===== config.mk =====
export PLATFORM = sky130hd
export DESIGN_NAME = phase_timer
export DESIGN_NICKNAME = d
export VERILOG_FILES = /design/src/rtl/phase_timer.sv
export SDC_FILE = /design/constraint.sdc
export NUM_CORES = 1
export LEC_CHECK = 0
export ABC_AREA = 1
export BUFFER_PORTS_ARGS = -buffer_cell sky130_fd_sc_hd__buf_2
export CORE_ASPECT_RATIO = 0.9
export CORE_UTILIZATION = 38
export CTS_CLUSTER_DIAMETER = 60
export DETAILED_ROUTE_END_ITERATION = 6
export GPL_TIMING_DRIVEN = 0
export HOLD_SLACK_MARGIN = 0.03
export PLACE_DENSITY = 0.58
export SYNTH_ARGS = -nofsm -noshare
export SYNTH_HDL_FRONTEND = slang
export SYNTH_SLANG_ARGS = --single-unit

===== constraint.sdc =====
create_clock -name clk -period 1.9 [get_ports clk]
set_input_delay 0.475 -clock clk [delete_from_list [all_inputs] [get_ports clk]]
set_output_delay 0.475 -clock clk [all_outputs]
set_load 0.05 [all_outputs]

===== src/rtl/phase_timer.sv =====
// Seconds timer for the traffic-light controller: paces green/yellow phases, drives ctrl, and exports a BCD countdown.
// Latency: ctrl is combinational from the expire register; BCD and sync_err update one edge after the tick or mismatch cycle.
module phase_timer #(
    parameter int TICK_DIV   = 50_000_000,
    parameter int GREEN_SEC  = 30,
    parameter int YELLOW_SEC = 3,
    parameter int PRE_W      = 26
) (
    input  logic       clk,
    input  logic       rst_n,
    input  logic       yellow_on,
    input  logic       pause,
    output logic       ctrl,
    output logic [3:0] sec_tens,
    output logic [3:0] sec_ones,
    output logic       sync_err
);

    localparam logic PH_GREEN  = 1'b0;
    localparam logic PH_YELLOW = 1'b1;

    localparam logic [PRE_W-1:0] PRE_MAX  = PRE_W'(TICK_DIV - 1);
    localparam logic [3:0]       G_TENS   = 4'(GREEN_SEC / 10);
    localparam logic [3:0]       G_ONES   = 4'(GREEN_SEC % 10);
    localparam logic [3:0]       Y_TENS   = 4'(YELLOW_SEC / 10);
    localparam logic [3:0]       Y_ONES   = 4'(YELLOW_SEC % 10);

    logic [PRE_W-1:0] pre;
    logic             phase;
    logic             expire;

    logic             tick;
    logic             last_sec;
    logic             desync;
    logic [3:0]       dec_tens;
    logic [3:0]       dec_ones;
    logic [3:0]       exp_tens;
    logic [3:0]       exp_ones;
    logic [3:0]       syn_tens;
    logic [3:0]       syn_ones;

    assign tick     = (pre == PRE_MAX) && !pause;
    assign last_sec = (sec_tens == 4'd0) && (sec_ones == 4'd1);
    // Suppressed during the expire cycle: the controller has not yet seen the advance edge.
    assign desync   = !expire && (yellow_on != phase);

    assign ctrl = yellow_on ? expire : ~expire;

    always_comb begin
        dec_tens = sec_tens;
        dec_ones = sec_ones - 4'd1;
        if (sec_ones == 4'd0) begin
            dec_ones = 4'd9;
            dec_tens = sec_tens - 4'd1;
        end
    end

    always_comb begin
        exp_tens = G_TENS;
        exp_ones = G_ONES;
        if (~phase == PH_YELLOW) begin
            exp_tens = Y_TENS;
            exp_ones = Y_ONES;
        end
        syn_tens = G_TENS;
        syn_ones = G_ONES;
        if (yellow_on == PH_YELLOW) begin
            syn_tens = Y_TENS;
            syn_ones = Y_ONES;
        end
    end

    always_ff @(posedge clk or negedge rst_n) begin
        if (!rst_n) begin
            pre      <= '0;
            phase    <= PH_GREEN;
            expire   <= 1'b0;
            sync_err <= 1'b0;
            sec_tens <= G_TENS;
            sec_ones <= G_ONES;
        end else begin
            expire   <= 1'b0;
            sync_err <= 1'b0;
            if (desync) begin
                phase    <= yellow_on;
                sec_tens <= syn_tens;
                sec_ones <= syn_ones;
                pre      <= '0;
                sync_err <= 1'b1;
            end else if (tick && last_sec) begin
                expire   <= 1'b1;
                phase    <= ~phase;
                sec_tens <= exp_tens;
                sec_ones <= exp_ones;
                pre      <= '0;
            end else if (tick) begin
                pre      <= '0;
                sec_tens <= dec_tens;
                sec_ones <= dec_ones;
            end else if (!pause) begin
                pre <= pre + 1'b1;
            end
        end
    end

endmodule

Word-level counts from Yosys, hierarchy flattened:

Cells that the tools add are included.

* bits of input ports: 4
* word-level logic and storage cells: 49
* register bits after elaboration: 37
* output and inout port bits: 10

* add/sub/neg operators: 3
* bitwise logic cells: 2
* reductions and logical operators: 12
* mux-type cells: 22
* equal/unequal tests: 4

Operators by type and width (number)
* 26-bit two-way mux: 4
* 4-bit two-way mux: 8
* 26-bit by 1-bit adder with 26-bit output, second input constant: 1
* 26-bit equality test, second input constant: 1
* 4-bit logical NOT: 2
* 2-bit two-way mux: 4
* 4-bit by 1-bit subtractor with 4-bit output, second input constant: 2
* 1-bit two-way mux: 6
* 3-bit nonzero test: 2
* 4-bit by 1-bit equality test with 1-bit output, second input constant: 1
* 1-bit logical AND: 4
* 4-bit by 1-bit inequality test with 1-bit output, second input constant: 1
* 1-bit logical NOT: 2
* 1-bit NOT: 2
* 2-bit AND reduction: 1
* 2-bit nonzero test: 1
* 1-bit inequality test: 1

Depth between registers and ports, before layout:

Gate-level depths: netlist (run 1).

* depth after elaboration: 5
* depth in mapped cells: 12

Worst setup path before layout (run 1):

No wires, ideal clock.

* kind: input port to output port
* from: in yellow_on
* to: out ctrl
* setup slack: 0.137 ns
* stages: 1
* arrival: 1.288 ns
* cells stage by stage: xnor2_1

* word-level cells in the longest chain between the ends: 1

RTL lines
* from (decl): line 11 `input logic yellow_on,`
* 1-bit two-way mux: line 47 `assign ctrl = yellow_on ? expire : ~expire;`
* to (decl): line 13 `output logic ctrl,`

Every way passes these cells.

Worst setup path after layout (run 1):

* from: reg pre[0]
* to: reg pre[18]

* word-level cells in the longest chain between the ends: 5
* elaborated cells between the ends (all ways): 9

RTL lines
* from (decl): line 28 `logic [PRE_W-1:0] pre;`
* from (signal assigned): line 101 `pre <= pre + 1'b1;`
* 26-bit by 1-bit adder with 26-bit output / 26-bit equality test (equally long branches): line 101, 42
* 26-bit two-way mux / 1-bit logical AND (equally long branches): line 100, 42
* 26-bit two-way mux / 1-bit logical AND (equally long branches): line 96, 90
* 26-bit two-way mux: line 90 `end else if (tick && last_sec) begin`
* 26-bit two-way mux: line 84 `if (desync) begin`

Parallel ways exist; a longest one is shown, timed or not. The select of a mux whose other input is x is not followed.
A chain may end at the register's enable or synchronous reset.

==> results.md, run 1 <==
- Clock Skew: 0.00527 ns
- Maximum clock path buffer count: 2
- Type of element capturing the critical path: flip-flop
- Power Dens Cells: 1070 mW/mm2
- Largest net degree at the start of global routing: 38
- Max-slew violation count: 0
- Maximum cell stage delay along the critical path: 0.37 ns
- Arrival time at the worst endpoint: 1.92 ns
- Grt ovf: 0
- Layout overhead on the synthesized area: 11.1%
- Crit-path cells: ha_1, nand2_2, nor2_8, nand2_2, nor2_4, nand2_1, nor2_4, nand2_1, nor2_1, nor3_2
- Most common cell after layout, fill and taps aside: sky130_fd_sc_hd__nand2_1
- Net count of the mapped netlist: 349
- Sequential element share of the synthesized area: 0.369
- Number of failing setup endpoints in the final timing report: 0
- Synth warn: 0
- Worst-Skew Late Latency: 0.29 ns
- Leakage: 1.36 nW
- Maximum VDD drop: 0.534 mV
- Drt pass-1 iters: 4
- Post-layout nets: 369
- Vias: 2232
- Crit-path max FO: 5
- Number of antenna violations at the first check in global routing: 0
- Cts hold-fix bufs: 0
- Average wire per standard cell: 13.2 um
- Die Ht: 79.2 um
- Global placer's final weighted congestion: 0.845
- Full die area: 0.00696 mm2
- Unrepaired setup endpoints after global routing: false
- Commonest cells after routing, fill and taps aside: 80 x sky130_fd_sc_hd__nand2_1, 49 x sky130_fd_sc_hd__nor2_1, 35 x sky130_fd_sc_hd__dfrtp_1
- Total Wirelength: 5.93 mm
- Clock-pin transition on the worst setup and hold timing paths: 0.08 ns
- Required time of the critical path: 2.09 ns
- Peak Freq: 0.579 GHz
- Worst setup SP type: flip-flop
- Number of DRC violations after detailed routing: 0
- Run status: complete, no violations
- Library cells used by synthesis: 34
- Io pins: 14
- Post-cts sizing count: 0
- Vias in the first global route: 2133
- CTS H-tree lvls: 2
- Fraction of layout cells with a size suffix above 1: 0.204
- Post-CTS setup buffer count: 0
- Count of antenna-violating nets left after detailed routing: 0
- Share of flip-flops with an asynchronous set or reset: 1.00
- Post-route clock period utilization: 0.910
- Row cnt: 27
- Final setup TNS: 0 ns
- Placement-stage cell area: 0.00269 mm2
- Critical setup path kind: flip-flop to flip-flop
- # clock sinks: 37
- Crit path time final: 1.73 ns
- Min-Delay Path Class: input pin to async pin
- Number of synthesized register bits: 37
- Final hold violation count: 0
- Post-DR vias/cell: 4.96
- Relative slew slack: 0.416
- Number of standard cells after synthesis: 342
- Post-route standard cell area excluding fillers: 0.00280 mm2
- Leading register cell type out of synthesis: sky130_fd_sc_hd__dfrtp_1
- Cell at the root of the clock tree: sky130_fd_sc_hd__clkbuf_8
- Slowest stage cell on the critical path: sky130_fd_sc_hd__dfrtp_1
- IO Port Bufs: 13
- Mean cell area of the mapped netlist: 7.36 um2
- Width of the die: 87.8 um
- Clock buffer count from CTS: 5
- Count of maximum capacitance violations: 0
- Global-route wire length before repair: 10.3 mm
- Initial Util: 0.403
- DP HPWL: 4.47 mm
- Antenna diode count: 0
- Netlist Area Pre-Place: 0.00252 mm2
- Std-Cell Core Area: 0.00625 mm2
- TritonCTS clock tree: done
- Slew of the pin with the lowest slew margin: 0.876 ns
- GRT Overall Usage: 0.194
- Number of enable-type register cells in the synthesized netlist: 0
- Violation count after the first detailed-routing iteration: 112
## flip-flops by register name, indices dropped and copies added, names as in the netlist
name      flops
expire        1
phase         1
pre          26
sec_ones      4
sec_tens      4
sync_err      1
## final timing paths
path	startpoint	to	slack [ns]	cells past startpoint
max in group asynchronous	rst_n	sec_tens[3]	1.05	1
min in group clk	sec_tens[1]	sec_tens[1]	0.50	2
worst max register to register	pre[0]	pre[18]	0.17	10
worst max-delay path	pre[0]	pre[18]	0.17	10
worst min-delay path	rst_n	pre[22]	0.30	1
worst min register to register	sec_tens[1]	sec_tens[1]	0.50	2
## critical path: cells and delay by family (launching register included)
kind | cells | cell delay, ns
fa+ha+maj | 1 | 0.19
flops | 1 | 0.37
simple gates | 9 | 1.06
## synthesized netlist by cell type, types with 2 or more instances
master / number / area, um2
sky130_fd_sc_hd__nor3_1: 8 / 40.0
sky130_fd_sc_hd__dfrtp_1: 35 / 876
sky130_fd_sc_hd__nor2_8: 3 / 60.1
sky130_fd_sc_hd__nor2_2: 6 / 37.5
sky130_fd_sc_hd__nand4_1: 11 / 68.8
sky130_fd_sc_hd__inv_2: 9 / 33.8
sky130_fd_sc_hd__nand2_4: 5 / 56.3
sky130_fd_sc_hd__xor2_1: 7 / 61.3
sky130_fd_sc_hd__nor3_2: 3 / 30.0
sky130_fd_sc_hd__a21oi_1: 15 / 75.1
sky130_fd_sc_hd__o21ai_0: 4 / 20.0
sky130_fd_sc_hd__nand2_2: 9 / 56.3
sky130_fd_sc_hd__nand2_1: 80 / 300
sky130_fd_sc_hd__inv_1: 34 / 128
sky130_fd_sc_hd__nand3_2: 3 / 30.0
sky130_fd_sc_hd__nand3_1: 33 / 165
sky130_fd_sc_hd__nor2_1: 49 / 184
sky130_fd_sc_hd__o21ai_1: 4 / 20.0
sky130_fd_sc_hd__dfstp_2: 2 / 52.6
sky130_fd_sc_hd__nor2_4: 3 / 33.8
sky130_fd_sc_hd__ha_1: 3 / 37.5
sky130_fd_sc_hd__a31oi_1: 2 / 12.5
sky130_fd_sc_hd__buf_6: 3 / 33.8
## where the power goes
part / switching, mW / internal (mW)
clock: 0.284 / 0.328
sequential: 0.103 / 0.914
combinational: 0.979 / 0.396
## kinds of logic after synthesis
kind of cell | share of synthesized area
AND/OR/NAND/NOR | 0.446
buffers and inverters | 0.0849
flip-flops | 0.369
AO/OA/AOI/OAI | 0.0581
XOR/XNOR | 0.0278
adder cells (fa/ha/maj) | 0.0149
## cell type report
cell class	count	area (um2)
flip-flops and latches	37	928
repair buffers	13	65.1
clock inverters	1	5.00
clock buffers	7	96.3
multi-input cells	256	1380
plain buffers	5	46.3
well taps	87	109
fillers	657	3450
inverters	44	168
## routing by layer
layer,wire (um),track usage,up-vias
met5,0,0,-
li1,-,-,1140
met3,283,0.0353,7
met2,2490,0.288,40
met1,3110,0.288,1045
met4,43,0.0443,0
## through the flow
step / worst slack, ns / power, mW / instances / utilization / hold WS [ns]
after floorplan: 0.137 / 2.08 / 342 / - / 0.179
after global placement: 0.0955 / 2.41 / 442 / 0.431 / 0.483
after detailed placement: 0.0860 / 2.41 / 442 / 0.431 / 0.484
after CTS: 0.147 / 3.04 / 450 / 0.447 / 0.325
after global routing: 0.0367 / 3.24 / 450 / 0.448 / 0.363
final: 0.171 / 3.00 / 450 / 0.448 / 0.300
No activity file was read; power rests on OpenSTA's default activity.
==> run 2: changes to the inputs <==
--- a/config.mk
+++ b/config.mk
@@ -14,6 +14,7 @@
 export GPL_TIMING_DRIVEN = 0
 export HOLD_SLACK_MARGIN = 0.03
 export PLACE_DENSITY = 0.58
+export SETUP_SLACK_MARGIN = 0.3
 export SYNTH_ARGS = -nofsm -noshare
 export SYNTH_HDL_FRONTEND = slang
 export SYNTH_SLANG_ARGS = --single-unit
==> run 2 against run 1 <==
  * Worst hold slack worse by 0.029 ns
  * Largest power group unchanged
  * Largest cell class unchanged
  * Total power is 14% higher
  * Wire length is 8.9% higher
  * Sequential share of layout area is 3.5 points lower
==> results.md, run 2 (synthesis gave the netlist of run 1 again) <==
- Run status: complete, no violations
- Count of cells along the worst register-to-register path: 9
- Peak Freq: 0.603 GHz
- Row cnt: 27
- Commonest cells after routing, fill and taps aside: 76 x sky130_fd_sc_hd__nand2_1, 45 x sky130_fd_sc_hd__nor2_1, 32 x sky130_fd_sc_hd__nand3_1
- Crit-path cells: nand2_1, inv_1, nor2_2, nand2_4, nand2_4, buf_6, nand2_1, o21ai_0, a21oi_1
- Core utilization of the finished layout: 0.504
- Post-layout nets: 390
- Worst setup SP type: flip-flop
- Maximum VDD drop: 0.672 mV
- IO Port Bufs: 13
- Full die area: 0.00696 mm2
- Most flop-heavy register: pre
- Number of failing setup endpoints in the final timing report: 0
- Global-route wire length before repair: 10.8 mm
- Unrepaired setup endpoints after global routing: true
- Post-route clock period utilization: 0.873
- Worst-case setup slack after placement: 0.0865 ns
- Clock-pin transition on the worst setup and hold timing paths: 0.08 ns
- Io pins: 14
- Count of antenna-violating nets left after detailed routing: 0
- Final worst slack: 0.242 ns
- Width of the die: 87.8 um
- Global placer's final weighted congestion: 0.890
- # clock sinks: 37
- Final hold violation count: 0
- Largest register FFs: 26
- Grt ovf: 0
- Maximum clock path buffer count: 2
- Critical setup path kind: flip-flop to flip-flop
- Crit path time final: 1.66 ns
- Cell at the root of the clock tree: sky130_fd_sc_hd__clkbuf_8
- Drt pass-1 iters: 5
- Count of maximum capacitance violations: 0
- Vias in the first global route: 2279
- Cts hold-fix bufs: 0
- Arrival time at the worst endpoint: 1.85 ns
- Reg-to-reg setup timing slack: 0.24 ns
- Total Wirelength: 6.46 mm
- Fraction of layout cells with a size suffix above 1: 0.313
- Worst-Skew Late Latency: 0.30 ns
- Relative slew slack: 0.436
- Power Dens Cells: 1080 mW/mm2
- Max-slew violation count: 0
- Violation count after the first detailed-routing iteration: 135
- Buffers & Inverters on Critical Path: 2
- Slew of the pin with the lowest slew margin: 0.845 ns
- Critical R2R Launch: phase
- Slowest stage cell on the critical path: sky130_fd_sc_hd__dfrtp_1
- Largest net degree at the start of global routing: 38
- Antenna diode count: 0
- Vias: 2365
- Clock Skew: 0.00916 ns
- Leakage: 1.52 nW
- GRT Overall Usage: 0.204
- Endpoint of the worst register-to-register path: pre[11]
- Type of element capturing the critical path: flip-flop
- Post-DR vias/cell: 5.02
- Required time of the critical path: 2.09 ns
- Initial Util: 0.403
- Most common cell after layout, fill and taps aside: sky130_fd_sc_hd__nand2_1
- Maximum cell stage delay along the critical path: 0.44 ns
- Number of antenna violations at the first check in global routing: 0
- Worst hold slack across all endpoints: 0.271 ns
- Crit-path max FO: 10
- TritonCTS clock tree: done
- CTS H-tree lvls: 2
- Clock buffer count from CTS: 5
- Leading registers by flop count: pre: 26 flops, sec_ones: 4 flops, sec_tens: 4 flops
- Average wire per standard cell: 13.7 um
- Total power: 3.41 mW
- Number of DRC violations after detailed routing: 0
- Final setup TNS: 0 ns
- Die Ht: 79.2 um
- Worst path top cell family by delay: simple AND/OR/NAND/NOR gates
- Std-Cell Core Area: 0.00625 mm2
- Min-Delay Path Class: input pin to async pin
- Layout overhead on the synthesized area: 25.0%
- DP HPWL: 4.54 mm
-- run 2: changes by cell type in the layout (fill, tap and decap cells not counted), moves of 3 or more --
cell | previous run | this run
sky130_fd_sc_hd__nor2_1 | 49 | 45
sky130_fd_sc_hd__nor2_2 | 5 | 8
sky130_fd_sc_hd__buf_2 | 14 | 10
sky130_fd_sc_hd__buf_4 | 1 | 22
sky130_fd_sc_hd__nand2_1 | 80 | 76
sky130_fd_sc_hd__dfrtp_1 | 35 | 29
sky130_fd_sc_hd__dfrtp_2 | 0 | 6
sky130_fd_sc_hd__inv_1 | 34 | 31
-- run 2: metal layers --
layer,share of wire,track usage
met1,0.48,0.293
met4,0.014,0.0590
met3,0.064,0.0353
met5,0,0
met2,0.45,0.312
-- run 2: area by class of cell --
cell class	count	area, um2
Clock buffer	6	82.6
Clock inverter	2	37.5
Tap cell	87	109
Fill cell	604	3100
Inverter	44	173
Buffer	5	60.1
Multi-Input combinational cell	256	1490
Sequential cell	37	936
Timing Repair Buffer	34	265
-- run 2: worst register-to-register path, stage by stage (launching register included) --
cell and delay [ns]:
sky130_fd_sc_hd__dfrtp_1 0.44, sky130_fd_sc_hd__nand2_1 0.09, sky130_fd_sc_hd__inv_1 0.04, sky130_fd_sc_hd__nor2_2 0.12, sky130_fd_sc_hd__nand2_4 0.14, sky130_fd_sc_hd__nand2_4 0.16, sky130_fd_sc_hd__buf_6 0.18, sky130_fd_sc_hd__nand2_1 0.10
sky130_fd_sc_hd__o21ai_0 0.22, sky130_fd_sc_hd__a21oi_1 0.07
-- run 2: worst max path at each step --
stage	from	endpoint	slack [ns]	depth (start not counted)
final	phase	pre[11]	0.24	9
after global routing	phase	pre[11]	0.16	9
after CTS	pre[1]	sec_ones[0]	0.25	11
after detailed placement	pause	pre[0]	0.09	12
after global placement	pause	pre[6]	0.11	11
after floorplan	sec_tens[0]	sec_tens[2]	0.28	10
-- run 2: metrics by stage --
step	area (um2)	std cells
3_5_place_dp	2730	442
4_1_cts	2930	456
5_1_grt	3150	471
2_1_floorplan	2550	342
3_3_place_gp	2730	442
6_report	3150	471
-- run 2: power breakdown --
group | leakage [nW] | internal, mW | switching [mW]
combinational | 0.978 | 0.567 | 1.07
clock | 0.0574 | 0.427 | 0.307
sequential | 0.489 | 0.918 | 0.126
-- run 2: what timing repair did --
item / CTS / global route
pin swaps: 6 / 5
buffers inserted: 6 / 13
resized for setup: 9 / 25
gates cloned: 0 / 2
setup endpoints to repair: 21 / 36
==> run 3: changes to the inputs <==
--- a/config.mk
+++ b/config.mk
@@ -13,8 +13,9 @@
 export DETAILED_ROUTE_END_ITERATION = 6
 export GPL_TIMING_DRIVEN = 0
 export HOLD_SLACK_MARGIN = 0.03
-export PLACE_DENSITY = 0.58
+export PLACE_DENSITY = 0.55
 export SETUP_SLACK_MARGIN = 0.3
+export SLEW_MARGIN = 20
 export SYNTH_ARGS = -nofsm -noshare
 export SYNTH_HDL_FRONTEND = slang
 export SYNTH_SLANG_ARGS = --single-unit
==> run 3 against run 2 <==
  * Global-route usage decreased by 0.84 points
  * Clock skew shrank 0.0036 ns
  * Maximum frequency up 2.3%
  * Core utilization shrank 0.50 points
  * Largest cell class unchanged
==> results.md, run 3 (synthesis gave the netlist of run 1 again) <==
- Full die area: 0.00696 mm2
- Worst setup SP type: flip-flop
- Peak Freq: 0.617 GHz
- Antenna diode count: 0
- Most flop-heavy register: pre
- Core utilization of the finished layout: 0.499
- Largest net degree at the start of global routing: 38
- Drt pass-1 iters: 6
- Min-Delay Path Class: input pin to async pin
- Cell at the root of the clock tree: sky130_fd_sc_hd__clkbuf_8
- Leading registers by flop count: pre: 26 flops, sec_ones: 4 flops, sec_tens: 4 flops
- Clock Skew: 0.00553 ns
- Worst hold slack across all endpoints: 0.289 ns
- Critical setup path kind: flip-flop to flip-flop
- Power Dens Cells: 1090 mW/mm2
- Maximum VDD drop: 0.867 mV
- Clock buffer count from CTS: 5
- IO Port Bufs: 13
- Vias in the first global route: 2107
- Global-route wire length before repair: 10.2 mm
- Stages on the worst setup path: 11
- Std-Cell Core Area: 0.00625 mm2
- Initial Util: 0.403
- Count of cells along the worst register-to-register path: 11
- Width of the die: 87.8 um
- Count of antenna-violating nets left after detailed routing: 0
- Fraction of layout cells with a size suffix above 1: 0.329
- Post-route standard cell area excluding fillers: 0.00312 mm2
- GRT Overall Usage: 0.196
- Maximum cell stage delay along the critical path: 0.40 ns
- Arrival time at the worst endpoint: 1.80 ns
- Largest register FFs: 26
- Buffers & Inverters on Critical Path: 2
- Die Ht: 79.2 um
- Number of DRC violations after detailed routing: 0
- # clock sinks: 37
- Number of antenna violations at the first check in global routing: 0
- Required time of the critical path: 2.08 ns
- Number of failing setup endpoints in the final timing report: 0
- CTS H-tree lvls: 2
- Worst path top cell family by delay: simple AND/OR/NAND/NOR gates
- Run status: complete, no violations
- Leakage: 1.47 nW
- Io pins: 14
- Clock-pin transition on the worst setup and hold timing paths: 0.08 ns
- Fill cell instance count of the final layout: 601
- Worst-Skew Late Latency: 0.29 ns
- Final worst slack: 0.279 ns
- Count of maximum capacitance violations: 0
- Final hold violation count: 0
- Maximum clock path buffer count: 2
- Post-route clock period utilization: 0.853
- Footprint of the multi-input gates: 0.00151 mm2
- Sequential cell area: 940 um2
- Most common cell after layout, fill and taps aside: sky130_fd_sc_hd__nand2_1
- Total power: 3.41 mW
- Post-Place Cells: 442
- Layout overhead on the synthesized area: 23.8%
- Crit path time final: 1.62 ns
- Cell mode on critical path: sky130_fd_sc_hd__nand2_4
- Post-layout nets: 386
- Grt ovf: 0
- Max-slew violation count: 0
- Final setup TNS: 0 ns
- DP HPWL: 4.58 mm
- Crit-path cells: ha_4, nand2_4, nor2_8, nand2_4, nor2_8, nand2_4, nand2_8, inv_8, buf_8, nand3_2, nand2_2
- Slew of the pin with the lowest slew margin: 0.859 ns
- Worst-case setup slack after placement: 0.106 ns
- Average wire per standard cell: 13.8 um
- Vias: 2262
- Crit-path max FO: 7
- Commonest cells after routing, fill and taps aside: 72 x sky130_fd_sc_hd__nand2_1, 46 x sky130_fd_sc_hd__nor2_1, 30 x sky130_fd_sc_hd__inv_1
- Total Wirelength: 6.43 mm
- Type of element capturing the critical path: flip-flop
- TritonCTS clock tree: done
- Post-DR vias/cell: 4.84
- Placement-stage cell area: 0.00273 mm2
- Unrepaired setup endpoints after global routing: true
- Relative slew slack: 0.427
- Violation count after the first detailed-routing iteration: 137
- Global placer's final weighted congestion: 0.854
- Row cnt: 27
- Slowest stage cell on the critical path: sky130_fd_sc_hd__dfrtp_1
- Cell Count, Final, Fillers Out: 467
run 3: changes by cell type in the layout (fill, tap and decap cells not counted), moves of 4 or more:
cell,delta
sky130_fd_sc_hd__buf_4,-4
sky130_fd_sc_hd__nand2_1,-4
sky130_fd_sc_hd__nand2_2,+4
sky130_fd_sc_hd__nand3_1,-4
run 3: path summary, 6_finish.rpt:
kind	from	endpoint	slack, ns
worst max-delay path	pre[0]	pre[1]	0.28
worst min-delay path	rst_n	pre[22]	0.29
worst max register to register	pre[0]	pre[1]	0.28
worst min register to register	sec_tens[1]	sec_tens[1]	0.51
max in group asynchronous	rst_n	pre[9]	1.02
min in group clk	sec_tens[1]	sec_tens[1]	0.51
run 3: layout make-up:
| cell class | count | share of cell area |
|---|---|---|
| buffer | 5 | 0.0205 |
| clock buffer | 7 | 0.0309 |
| clock inverter | 1 | 0.00161 |
| inverter | 44 | 0.0562 |
| multi-input combinational | 256 | 0.485 |
| sequential | 37 | 0.301 |
| tap | 87 | 0.0349 |
| timing repair buffer | 30 | 0.0698 |
run 3: power by group:
group          switching, mW  internal (mW)
logic                   1.12          0.614
clock network          0.300          0.328
registers              0.123          0.920
total                   1.55           1.86
run 3: what timing repair did:
action,CTS,global route
pin swaps,7,14
gates cloned,0,1
setup buffers,8,8
hold buffers,0,0
gates resized for setup,9,38
setup endpoints to repair,20,37
run 3: layer usage:
layer,part of all wire,vias up,global-route usage
li1,-,1169,-
met1,0.50,1048,0.286
met2,0.44,38,0.295
met3,0.049,7,0.0312
met4,0.011,0,0.0590
met5,0,-,0
